## src/rtl/core_ex_alu_mc_pkg.sv

```systemverilog
// Shared definitions for the multi-cycle EX-stage ALU: op codes, FSM states
// and op-class helpers.
package core_ex_alu_mc_pkg;

  localparam logic [4:0] ALU_OP_ADD     = 5'd0;
  localparam logic [4:0] ALU_OP_SUB     = 5'd1;
  localparam logic [4:0] ALU_OP_SLL     = 5'd2;
  localparam logic [4:0] ALU_OP_SLT     = 5'd3;
  localparam logic [4:0] ALU_OP_SLTU    = 5'd4;
  localparam logic [4:0] ALU_OP_XOR     = 5'd5;
  localparam logic [4:0] ALU_OP_SRL     = 5'd6;
  localparam logic [4:0] ALU_OP_SRA     = 5'd7;
  localparam logic [4:0] ALU_OP_OR      = 5'd8;
  localparam logic [4:0] ALU_OP_AND     = 5'd9;
  localparam logic [4:0] ALU_OP_NOT_AND = 5'd10;

  // M-extension ops occupy 16..23: bit 2 selects divide, bit 1 selects remainder
  localparam logic [4:0] ALU_OP_MUL     = 5'd16;
  localparam logic [4:0] ALU_OP_MULH    = 5'd17;
  localparam logic [4:0] ALU_OP_MULHSU  = 5'd18;
  localparam logic [4:0] ALU_OP_MULHU   = 5'd19;
  localparam logic [4:0] ALU_OP_DIV     = 5'd20;
  localparam logic [4:0] ALU_OP_DIVU    = 5'd21;
  localparam logic [4:0] ALU_OP_REM     = 5'd22;
  localparam logic [4:0] ALU_OP_REMU    = 5'd23;

  typedef enum logic [1:0] {IDLE, CALC, SPEC, DONE} alu_state_t;

  function automatic logic is_md_op(input logic [4:0] op);
    return op[4:3] == 2'b10;
  endfunction

endpackage

```

## src/rtl/core_ex_alu_md_iter.sv

```systemverilog
// Iterative multiply/divide engine: unsigned shift-add / restoring-subtract
// over a 2*XLEN accumulator, retiring RADIX_BITS bits per cycle.
module core_ex_alu_md_iter
  import core_ex_alu_mc_pkg::*;
#(
  parameter int XLEN       = 32,
  parameter int RADIX_BITS = 1
) (
  input  logic            clk,
  input  logic            rst,
  input  logic            start,
  input  logic            kill,
  input  logic [4:0]      op,
  input  logic [XLEN-1:0] in1,
  input  logic [XLEN-1:0] in2,
  output logic            busy,
  output logic            done,
  output logic [XLEN-1:0] result
);
  localparam int STEPS = XLEN / RADIX_BITS;
  localparam int CW    = $clog2(STEPS + 1);

  logic [CW-1:0]     cnt;
  logic [2*XLEN-1:0] acc, acc_nxt, prod;
  logic [XLEN-1:0]   opnd, mag1, mag2, hi, lo, res_fin;
  logic [XLEN:0]     rem_sh, diff, sum;
  logic              s1, s2, is_div, is_rem, is_mulh, neg_res;

  always_comb begin
    s1 = 1'b0;
    s2 = 1'b0;
    case (op)
      ALU_OP_MUL, ALU_OP_MULH, ALU_OP_DIV, ALU_OP_REM: begin
        s1 = in1[XLEN-1];
        s2 = in2[XLEN-1];
      end
      ALU_OP_MULHSU: s1 = in1[XLEN-1];
      default: ;
    endcase
    mag1 = s1 ? -in1 : in1;
    mag2 = s2 ? -in2 : in2;
  end

  always_comb begin
    acc_nxt = acc;
    rem_sh  = '0;
    diff    = '0;
    sum     = '0;
    for (int i = 0; i < RADIX_BITS; i++) begin
      if (is_div) begin
        rem_sh = acc_nxt[2*XLEN-1:XLEN-1];
        diff   = rem_sh - {1'b0, opnd};
        if (!diff[XLEN]) acc_nxt = {diff[XLEN-1:0], acc_nxt[XLEN-2:0], 1'b1};
        else             acc_nxt = {acc_nxt[2*XLEN-2:0], 1'b0};
      end else begin
        sum     = {1'b0, acc_nxt[2*XLEN-1:XLEN]} + (acc_nxt[0] ? {1'b0, opnd} : '0);
        acc_nxt = {sum, acc_nxt[XLEN-1:1]};
      end
    end
  end

  always_comb begin
    hi   = acc_nxt[2*XLEN-1:XLEN];
    lo   = acc_nxt[XLEN-1:0];
    prod = neg_res ? -acc_nxt : acc_nxt;
    if (is_div) res_fin = is_rem ? (neg_res ? -hi : hi) : (neg_res ? -lo : lo);
    else        res_fin = is_mulh ? prod[2*XLEN-1:XLEN] : prod[XLEN-1:0];
  end

  always_ff @(posedge clk or posedge rst) begin
    if (rst) begin
      cnt     <= '0;
      busy    <= 1'b0;
      acc     <= '0;
      opnd    <= '0;
      is_div  <= 1'b0;
      is_rem  <= 1'b0;
      is_mulh <= 1'b0;
      neg_res <= 1'b0;
      result  <= '0;
    end else if (kill) begin
      cnt    <= '0;
      busy   <= 1'b0;
      result <= '0;
    end else if (start) begin
      cnt     <= CW'(STEPS);
      busy    <= 1'b1;
      acc     <= {{XLEN{1'b0}}, (op[2] ? mag1 : mag2)};
      opnd    <= op[2] ? mag2 : mag1;
      is_div  <= op[2];
      is_rem  <= op[2] & op[1];
      is_mulh <= ~op[2] & (op[1:0] != 2'b00);
      // remainder follows the dividend, everything else follows s1^s2
      neg_res <= (op[2] & op[1]) ? s1 : (s1 ^ s2);
    end else if (busy) begin
      acc <= acc_nxt;
      cnt <= cnt - CW'(1);
      if (cnt == CW'(1)) begin
        busy   <= 1'b0;
        result <= res_fin;
      end
    end
  end

  assign done = busy && (cnt == CW'(1));

endmodule

```

## src/rtl/core_ex_alu_mc.sv

```systemverilog
// EX-stage ALU: combinational RV32I ops plus multi-cycle M-extension ops
// with a ready/accept stall handshake.
module core_ex_alu_mc
  import core_ex_alu_mc_pkg::*;
#(
  parameter int XLEN       = 32,
  parameter int RADIX_BITS = 1
) (
  input  logic            clk,
  input  logic            rest,
  input  logic [4:0]      op,
  input  logic            op_wait_handle,
  input  logic            op_accept,
  input  logic            kill,
  input  logic [XLEN-1:0] in1,
  input  logic [XLEN-1:0] in2,
  output logic            op_ready,
  output logic [XLEN-1:0] out
);
  localparam int SHW = $clog2(XLEN);
  localparam logic [XLEN-1:0] MIN_NEG = {1'b1, {(XLEN-1){1'b0}}};

  alu_state_t      state, state_nxt;
  logic [4:0]      op_q;
  logic [XLEN-1:0] in1_q, in2_q, res_q, c_res, spec_res, md_result;
  logic [SHW-1:0]  shamt;
  logic            md_req, special, md_start, md_busy, md_done, spec_q, rem_q;

  assign shamt   = in2[SHW-1:0];
  assign md_req  = op_wait_handle && is_md_op(op);
  assign special = md_req && op[2] &&
                   ((in2 == '0) || (!op[0] && in1 == MIN_NEG && in2 == '1));

  always_comb begin
    case (op)
      ALU_OP_ADD:     c_res = in1 + in2;
      ALU_OP_SUB:     c_res = in1 - in2;
      ALU_OP_SLL:     c_res = in1 << shamt;
      ALU_OP_SLT:     c_res = {{(XLEN-1){1'b0}}, $signed(in1) < $signed(in2)};
      ALU_OP_SLTU:    c_res = {{(XLEN-1){1'b0}}, in1 < in2};
      ALU_OP_XOR:     c_res = in1 ^ in2;
      ALU_OP_SRL:     c_res = in1 >> shamt;
      ALU_OP_SRA:     c_res = $signed(in1) >>> shamt;
      ALU_OP_OR:      c_res = in1 | in2;
      ALU_OP_AND:     c_res = in1 & in2;
      ALU_OP_NOT_AND: c_res = in1 & ~in2;
      default:        c_res = in1;
    endcase
  end

  // divide-by-zero is checked first; otherwise the latched op was a signed overflow
  always_comb begin
    rem_q = (op_q == ALU_OP_REM) || (op_q == ALU_OP_REMU);
    if (in2_q == '0) spec_res = rem_q ? in1_q : '1;
    else             spec_res = rem_q ? '0 : in1_q;
  end

  always_comb begin
    state_nxt = state;
    md_start  = 1'b0;
    op_ready  = 1'b0;
    out       = c_res;
    case (state)
      IDLE: begin
        op_ready = !md_req;
        if (!kill && md_req) begin
          state_nxt = special ? SPEC : CALC;
          md_start  = !special;
        end
      end
      CALC: begin
        if (kill || !md_busy) state_nxt = IDLE;
        else if (md_done)     state_nxt = DONE;
      end
      SPEC: state_nxt = kill ? IDLE : DONE;
      DONE: begin
        op_ready = 1'b1;
        out      = spec_q ? res_q : md_result;
        if (kill || op_accept) state_nxt = IDLE;
      end
      default: state_nxt = IDLE;
    endcase
  end

  always_ff @(posedge clk or posedge rest) begin
    if (rest) begin
      state  <= IDLE;
      op_q   <= '0;
      in1_q  <= '0;
      in2_q  <= '0;
      res_q  <= '0;
      spec_q <= 1'b0;
    end else begin
      state <= state_nxt;
      if (kill) begin
        res_q  <= '0;
        spec_q <= 1'b0;
      end else if (state == IDLE && md_req) begin
        op_q   <= op;
        in1_q  <= in1;
        in2_q  <= in2;
        spec_q <= special;
      end else if (state == SPEC) begin
        res_q <= spec_res;
      end
    end
  end

  core_ex_alu_md_iter #(.XLEN(XLEN), .RADIX_BITS(RADIX_BITS)) u_md_iter (
    .clk    (clk),
    .rst    (rest),
    .start  (md_start),
    .kill   (kill),
    .op     (op),
    .in1    (in1),
    .in2    (in2),
    .busy   (md_busy),
    .done   (md_done),
    .result (md_result)
  );

endmodule

```

## config.mk

```make
export PLATFORM = sky130hd
export DESIGN_NAME = core_ex_alu_mc
export DESIGN_NICKNAME = d
export VERILOG_FILES = /design/src/rtl/core_ex_alu_mc_pkg.sv /design/src/rtl/core_ex_alu_md_iter.sv /design/src/rtl/core_ex_alu_mc.sv
export SDC_FILE = /design/constraint.sdc
export NUM_CORES = 2
export LEC_CHECK = 0
export ABC_AREA = 1
export CAP_MARGIN = 5
export CORE_ASPECT_RATIO = 0.5
export CORE_MARGIN = 4
export CORE_UTILIZATION = 35
export DETAILED_ROUTE_END_ITERATION = 8
export DONT_BUFFER_PORTS = 1
export GPL_TIMING_DRIVEN = 0
export PLACE_DENSITY = 0.55
export REMOVE_ABC_BUFFERS = 1
export SETUP_SLACK_MARGIN = 0.4
export SLEW_MARGIN = 20
export SYNTH_ARGS = -nofsm -noshare
export SYNTH_HDL_FRONTEND = slang
export SYNTH_HIERARCHICAL = 1
export SYNTH_SLANG_ARGS = --single-unit
```

## constraint.sdc

```tcl
create_clock -name clk -period 5.5 [get_ports clk]
set_input_delay 0.275 -clock clk [delete_from_list [all_inputs] [get_ports clk]]
set_output_delay 0.275 -clock clk [all_outputs]
set_load 0.05 [all_outputs]
```

After elaboration in Yosys (flattened, before gate mapping)

Index checks and enable logic that the tools add are counted.

Add/subtract/negate cells: 10
Multipliers: 0
Div/mod/pow operators: 0
Order comparisons: 2
Equality and inequality tests: 29
Shifts and indexed selects: 3
Muxes and demuxes: 50
Bitwise gates (word level): 10
Reduce and logical (&&, ||, !) cells: 36

Operators with widths:

| kind                                                            | number |
|---|---|
| 32-bit two-way mux                                              | 22 |
| 32-bit one-hot mux with 11 select lines                         | 1 |
| 64-bit two-way mux                                              | 5 |
| 32-bit negation                                                 | 4 |
| 32-bit AND                                                      | 2 |
| 32-bit == test, second input constant                           | 2 |
| 32-bit zero test                                                | 2 |
| 32-bit < comparator                                             | 2 |
| 64-bit negation                                                 | 1 |
| 5-bit == test, second input constant                            | 7 |
| 32-bit by 33-bit adder with 33-bit output                       | 1 |
| 33-bit by 32-bit subtractor with 33-bit output                  | 1 |
| 32-bit adder                                                    | 1 |
| 32-bit NOT                                                      | 1 |
| 32-bit OR                                                       | 1 |
| 32-bit by 5-bit << shifter with 32-bit output                   | 1 |
| 32-bit by 5-bit right shift with 32-bit output                  | 1 |
| 32-bit by 5-bit >>> shifter with 32-bit output                  | 1 |
| 32-bit subtractor                                               | 1 |
| 32-bit bitwise XOR                                              | 1 |
| 5-bit by 3-bit == test with 1-bit output, second input constant | 4 |
| 6-bit two-way mux                                               | 3 |
| 5-bit by 4-bit == test with 1-bit output, second input constant | 3 |
| 2-bit two-way mux                                               | 6 |
| 25 further kinds                                                | 66 |

Flip-flop bits (word level): 243
Latch bits: 0
Bits in writable memories: 0
Memory bits (read-only): 0
Input port bits: 74
Word-level logic and storage cells: 155
Memories: 0

Logic depth before layout (Yosys ltp)

Depth in word-level cells: 11
Mapped depth: 33
Gate-level depth less buffers: 32

By module

Netlist, hierarchy kept.

By module, submodules not included:

| module              | times used | cells each | area each (µm²) | seq. area each (µm²) |
|---|---|---|---|---|
| core_ex_alu_md_iter | 1          | 2951       | 17167.7         | 3478.3 |
| core_ex_alu_mc      | 1          | 2926       | 15802.7         | 2577.5 |

Least setup slack after synthesis

No wires, ideal clock.

Path kind: register to register
Start point: register u_md_iter.acc[31]
End point: register u_md_iter.result[24]
Setup time: 0.117 ns
Data arrival time: 3.763 ns
Required time: 5.383 ns
Setup slack: 1.620 ns
Cell stages (with the launch flop): 30
Path through: dfrtp_1 inv_1 ha_1 fa_1 inv_1 nand2_1 nand2_1 nand3_1 nand2_2 nand2_1 nand2_2 nand2_4 nand3_4 nand2_4 buf_6 o21ai_4 ha_1 nand3_1 nor2_1 nand3b_1 nor3_2 nand3_1 nor4_1 nand3_1 o21ai_1 nand3_1 nand3_1 nand2_1 nand3_1 nand2_1

Word-level cells in the longest chain between the ends: 11
Elaborated cells between the ends (all ways): 16

Ends and longest elaborated chain:

| what                                                     | RTL line                                             | text |
|---|---|---|
| from (decl)                                              | core_ex_alu_md_iter.sv:24                            | `logic [2*XLEN-1:0] acc, acc_nxt, prod;` |
| from (signal assigned)                                   | core_ex_alu_md_iter.sv:88                            | `acc <= {{XLEN{1'b0}}, (op[2] ? mag1 : mag2)};` |
| from (signal assigned)                                   | core_ex_alu_md_iter.sv:96                            | `acc <= acc_nxt;` |
| 33-bit by 32-bit subtractor with 33-bit output           | core_ex_alu_md_iter.sv:52                            | `diff = rem_sh - {1'b0, opnd};` |
| 64-bit two-way mux                                       | core_ex_alu_md_iter.sv:53                            | `if (!diff[XLEN]) acc_nxt = {diff[XLEN-1:0], acc_nxt[XLEN-2:0], 1'b1};` |
| 64-bit two-way mux (*)                                   | core_ex_alu_md_iter.sv:50                            | `if (is_div) begin` |
| 64-bit negation or 32-bit negation (tied branches)       | core_ex_alu_md_iter.sv:65, core_ex_alu_md_iter.sv:66 |  |
| 64-bit two-way mux or 32-bit two-way mux (tied branches) | core_ex_alu_md_iter.sv:65, core_ex_alu_md_iter.sv:66 |  |
| 32-bit two-way mux, on equally long branches             | core_ex_alu_md_iter.sv:67, core_ex_alu_md_iter.sv:66 |  |
| 32-bit two-way mux (*)                                   | core_ex_alu_md_iter.sv:66                            | `if (is_div) res_fin = is_rem ? (neg_res ? -hi : hi) : (neg_res ? -lo : lo);` |
| 32-bit two-way mux (*)                                   | core_ex_alu_md_iter.sv:98                            | `if (cnt == CW'(1)) begin` |
| 32-bit two-way mux (*)                                   | core_ex_alu_md_iter.sv:95                            | `end else if (busy) begin` |
| 32-bit two-way mux (*)                                   | core_ex_alu_md_iter.sv:85                            | `end else if (start) begin` |
| 32-bit two-way mux (*)                                   | core_ex_alu_md_iter.sv:81                            | `end else if (kill) begin` |
| to (signal assigned)                                     | core_ex_alu_md_iter.sv:100                           | `result <= res_fin;` |
| to (decl)                                                | core_ex_alu_md_iter.sv:18                            | `output logic [XLEN-1:0] result` |

Every way passes the cells marked *; elsewhere a longest branch is shown, timed or not. The select of a mux whose other input is x is not followed.
A chain may end at the register's enable or synchronous reset.

Final worst setup path

Start point: input op[2]
End point: output out[26]

Word-level cells in the longest chain between the ends: 3
Elaborated cells between the ends (all ways): 13

Ends and longest elaborated chain:

| what                                                             | RTL line             | text |
|---|---|---|
| from (decl)                                                      | core_ex_alu_mc.sv:11 | `input logic [4:0] op,` |
| 5-bit by 4-bit == test with 1-bit output (tied with other cells) | core_ex_alu_mc.sv:35 | `case (op)` |
| 32-bit one-hot mux with 11 select lines (*)                      | core_ex_alu_mc.sv:35 |  |
| 32-bit two-way mux (*)                                           | core_ex_alu_mc.sv:63 | `case (state)` |
| to (decl)                                                        | core_ex_alu_mc.sv:18 | `output logic [XLEN-1:0] out` |

Every way passes the cells marked *; elsewhere a longest branch is shown, timed or not.

==> results.toml <==
[outcome]
outcome = "finished clean"

[synthesis]
avgSynthCellArea_um2 = 5.61
synth_edf_count = 0
ys_ff_latch = 242
async_flop_share_pct = 100
synthMuxAreaShare_pct = 0
synthAdderAreaFrac_pct = 6.69
yosysTopAreaCell = "nand2_1"
synth_compound_area_share_pct = 14.9
synth_top_area_share_pct = 22.4
netlist_area_um2 = 33000
yosysUniqueCellTypes = 59
yosys-top-cells-area = "nand2_1 22%, dfrtp_1 18%, nand3_1 9.7%"
synthCells = 5877
seq_area_frac_synth_pct = 18.4
synthMostInstantiatedCell = "nand2_1"
yosys.area_share.simple_pct = 44.0
synth_common_cells = "1,964 x nand2_1, 793 x inv_1, 638 x nand3_1"
synth_flop_cell = "dfrtp_1"
synth_xor_area_share_pct = 3.48
synth_top_family_by_area = "simple AND/OR/NAND/NOR gates"
yosysWarnings = 6

[critical_path]
r2r_end = "u_md_iter/result[22]"
slowest_stage = "dlygate4sd3_1"
path_delay_family = "simple AND/OR/NAND/NOR gates"
r2r_start = "u_md_iter/acc[31]"
cp-start-kind = "input pin"
worst_path_largest_cell_delay_ns = 0.81
path_class = "in -> out"
r2r_cells = 31
crit_top_cell = "nand2_1"
setup.worst_path.start = "op[2]"
end_kind = "output port"
cp_num_buf_inv = 3
arrival_ns = 4.71
crit_path_cell_trace = "dlygate4sd3_1 > inv_2 > nand2_1 > nor2_2 > nand2_2 > nand2_1 > inv_2 > nand3_4 > nand2_4 > nor2_2 > nand3_1 > nor2_1 > nand3_1 > nand2_1 > nand2_1"
crit_path_end = "out[26]"
worstPathRequired_ns = 5.22
path_max_fanout = 45
r2r_setup_slack_ns = 0.52
cp.depth = 15

[route]
wl_per_cell_um = 24.5
viasPerCell = 5.69
vias = 40351
dr.max_layer_used = "met5"
drc = 0
drtAntennaViolNets = 0
m1WireLength_um = 73400
routed_wirelength_um = 174000
dr.pass1.iters = 9
met2WireLength_um = 72300
drtIter0Drc = 5066
dr_wl_met3_um = 17700

[die]
start_util_pct = 35.4
core_area_um2 = 93200
die_x_um = 442
ios = 107
die-height_um = 225
row_count = 79
dieArea_um2 = 99500

[power]
p_seq_share_pct = 16.5
power.share.clock_pct = 10.6
p_int_uw = 7910
pwr_density_cell_nw_per_um2 = 548
combPwrFrac_pct = 72.9
swShare_pct = 60.1
ir_worst_vdd_v = 0.000299
power_switching_uw = 11900
leakagePower_uw = 0.0188

[sta]
skew_ns = 0.0276
fmax_mhz = 200
rsz0062_at_grt = "no"
hold_ws_ns = 0.0147
tightest_slew_ns = 1.19
setup_viol = 0
relSlewSlack_pct = 20.1
report.final.slew_viol_count = 0
period_needed_ns = 4.99
finalHoldViolations = 0
period_share_pct = 90.7

[grt]
grt.overflow.total = 0
grt_pass1_vias = 37094
grt_pass1_wl_um = 248000
track_usage_pct = 33.2
grt_max_degree = 90
antenna_found_initial = 12

[clocking]
cts.sinks = 242
cts_root_buf = "clkbuf_16"
cts.reportedPaths.clkPinSlew_ns = 0.06
numCtsBuffers = 31
cts_tree = "yes"
clockBufferDepth = 3
clk_latency_ns = 0.65
htreeDepth = 1

[worst_hold_path]
min_path_type = "in -> reg"

[placed_design]
io_buffers = 0
dp_hpwl_um = 130000
place.gp.congestion = 0.996
dp.cells = 6919
dpl_cell_area_um2 = 34000

[finish]
area.growth.synth_to_final_pct = 9.87
final_cells = 7090
final_net_count = 6056
layout-drive-gt1-share_pct = 4.58
fillers = 10406
stdcell_area_um2 = 36200

[run]
cap_viol_max_count = 0
-- stage by stage --
step           total power (µW)  TNS (ns)  util [%]  worst slack, ns
4_1_cts                   19400         0      38.6            0.379
3_3_place_gp              16700   -631.56      36.0            -5.61
2_1_floorplan             12600     -6.78         -           -0.431
6_report                  19900         0      38.9            0.510
3_5_place_dp              16900     -5.29      36.5           -0.514
5_1_grt                   21500         0      38.9            0.396
-- logic make-up (layout without fill, tap and decap cells) --
family | count (synthesis) | after routing
AOI/OAI and AO/OA | 860 | 860
xor gates and xnor gates | 131 | 131
adders and majority gates | 174 | 174
buffers and inverters | 1058 | 1010
DFF | 242 | 242
other | 0 | 4
and+or+nand+nor | 3412 | 3414
-- layout by cell type (no fill, tap or decap), types with 53 or more instances in the layout --
master and instances:
inv_1 783, nor2_1 478, nand3_1 635, a21oi_1 226
xor2_1 107, o21ai_0 382, o22ai_1 53, dfrtp_1 236
nand4_1 86, dlygate4sd3_1 90, ha_1 168, nand2_1 1961
-- cell type report --
class / instances / area (µm²) / area share, %
Antenna cell: 4 / 10.0 / 0.0276
Clock buffer: 45 / 888 / 2.45
Clock inverter: 11 / 111 / 0.307
Inverter: 828 / 3140 / 8.67
Multi-Input combinational cell: 4579 / 23000 / 63.5
Sequential cell: 242 / 6070 / 16.8
Tap cell: 1255 / 1570 / 4.33
Timing Repair Buffer: 125 / 1420 / 3.93
Timing Repair inverter: 1 / 5.00 / 0.0138
-- what timing repair did --
item,in CTS,in global routing
resized for setup,9,17
buffers inserted,3,15
endpoints found under the hold margin,372,0
pin swaps,3,11
endpoints found under the setup margin,16,30
hold buffers,90,0
cloned,1,2
-- registers in the layout, indices dropped and copies added (netlist names) --
register           flops
spec_q                 1
u_md_iter/neg_res      1
in2_q                 32
u_md_iter/is_mulh      1
op_q                   4
u_md_iter/busy         1
u_md_iter/is_div       1
u_md_iter/opnd        32
u_md_iter/result      32
in1_q                 32
u_md_iter/is_rem       1
res_q                 32
u_md_iter/acc         64
u_md_iter/cnt          6
state                  2
-- worst min-delay path by stage --
stage / to / startpoint / cells past startpoint / slack (ns)
after floorplan: op_q[2] / op[2] / 2 / 0.40
after global placement: op_q[2] / op[2] / 2 / 0.41
after detailed placement: u_md_iter/result[19] / rest / 1 / 0.16
after CTS: in2_q[5] / in2[5] / 2 / 0.001
after global routing: u_md_iter/acc[55] / kill / 3 / 0.02
final: in2_q[30] / in2[30] / 2 / 0.01
-- power by group through the flow --
stage	Sequential, µW	Clock (µW)	Combinational (µW)
floorplan	2950	0	9670
global placement	3320	0	13400
detailed placement	3260	0	13600
CTS	3230	2110	14000
global route	3350	2180	15900
finish	3280	2100	14500
-- metal layers --
metal / GRT usage (%) / up-vias
met2: 50.6 / 2150
li1: - / 18761
met5: 0 / -
met1: 44.5 / 18970
met3: 6.99 / 460
met4: 17.1 / 10
No activity file was read; power rests on OpenSTA's default activity.
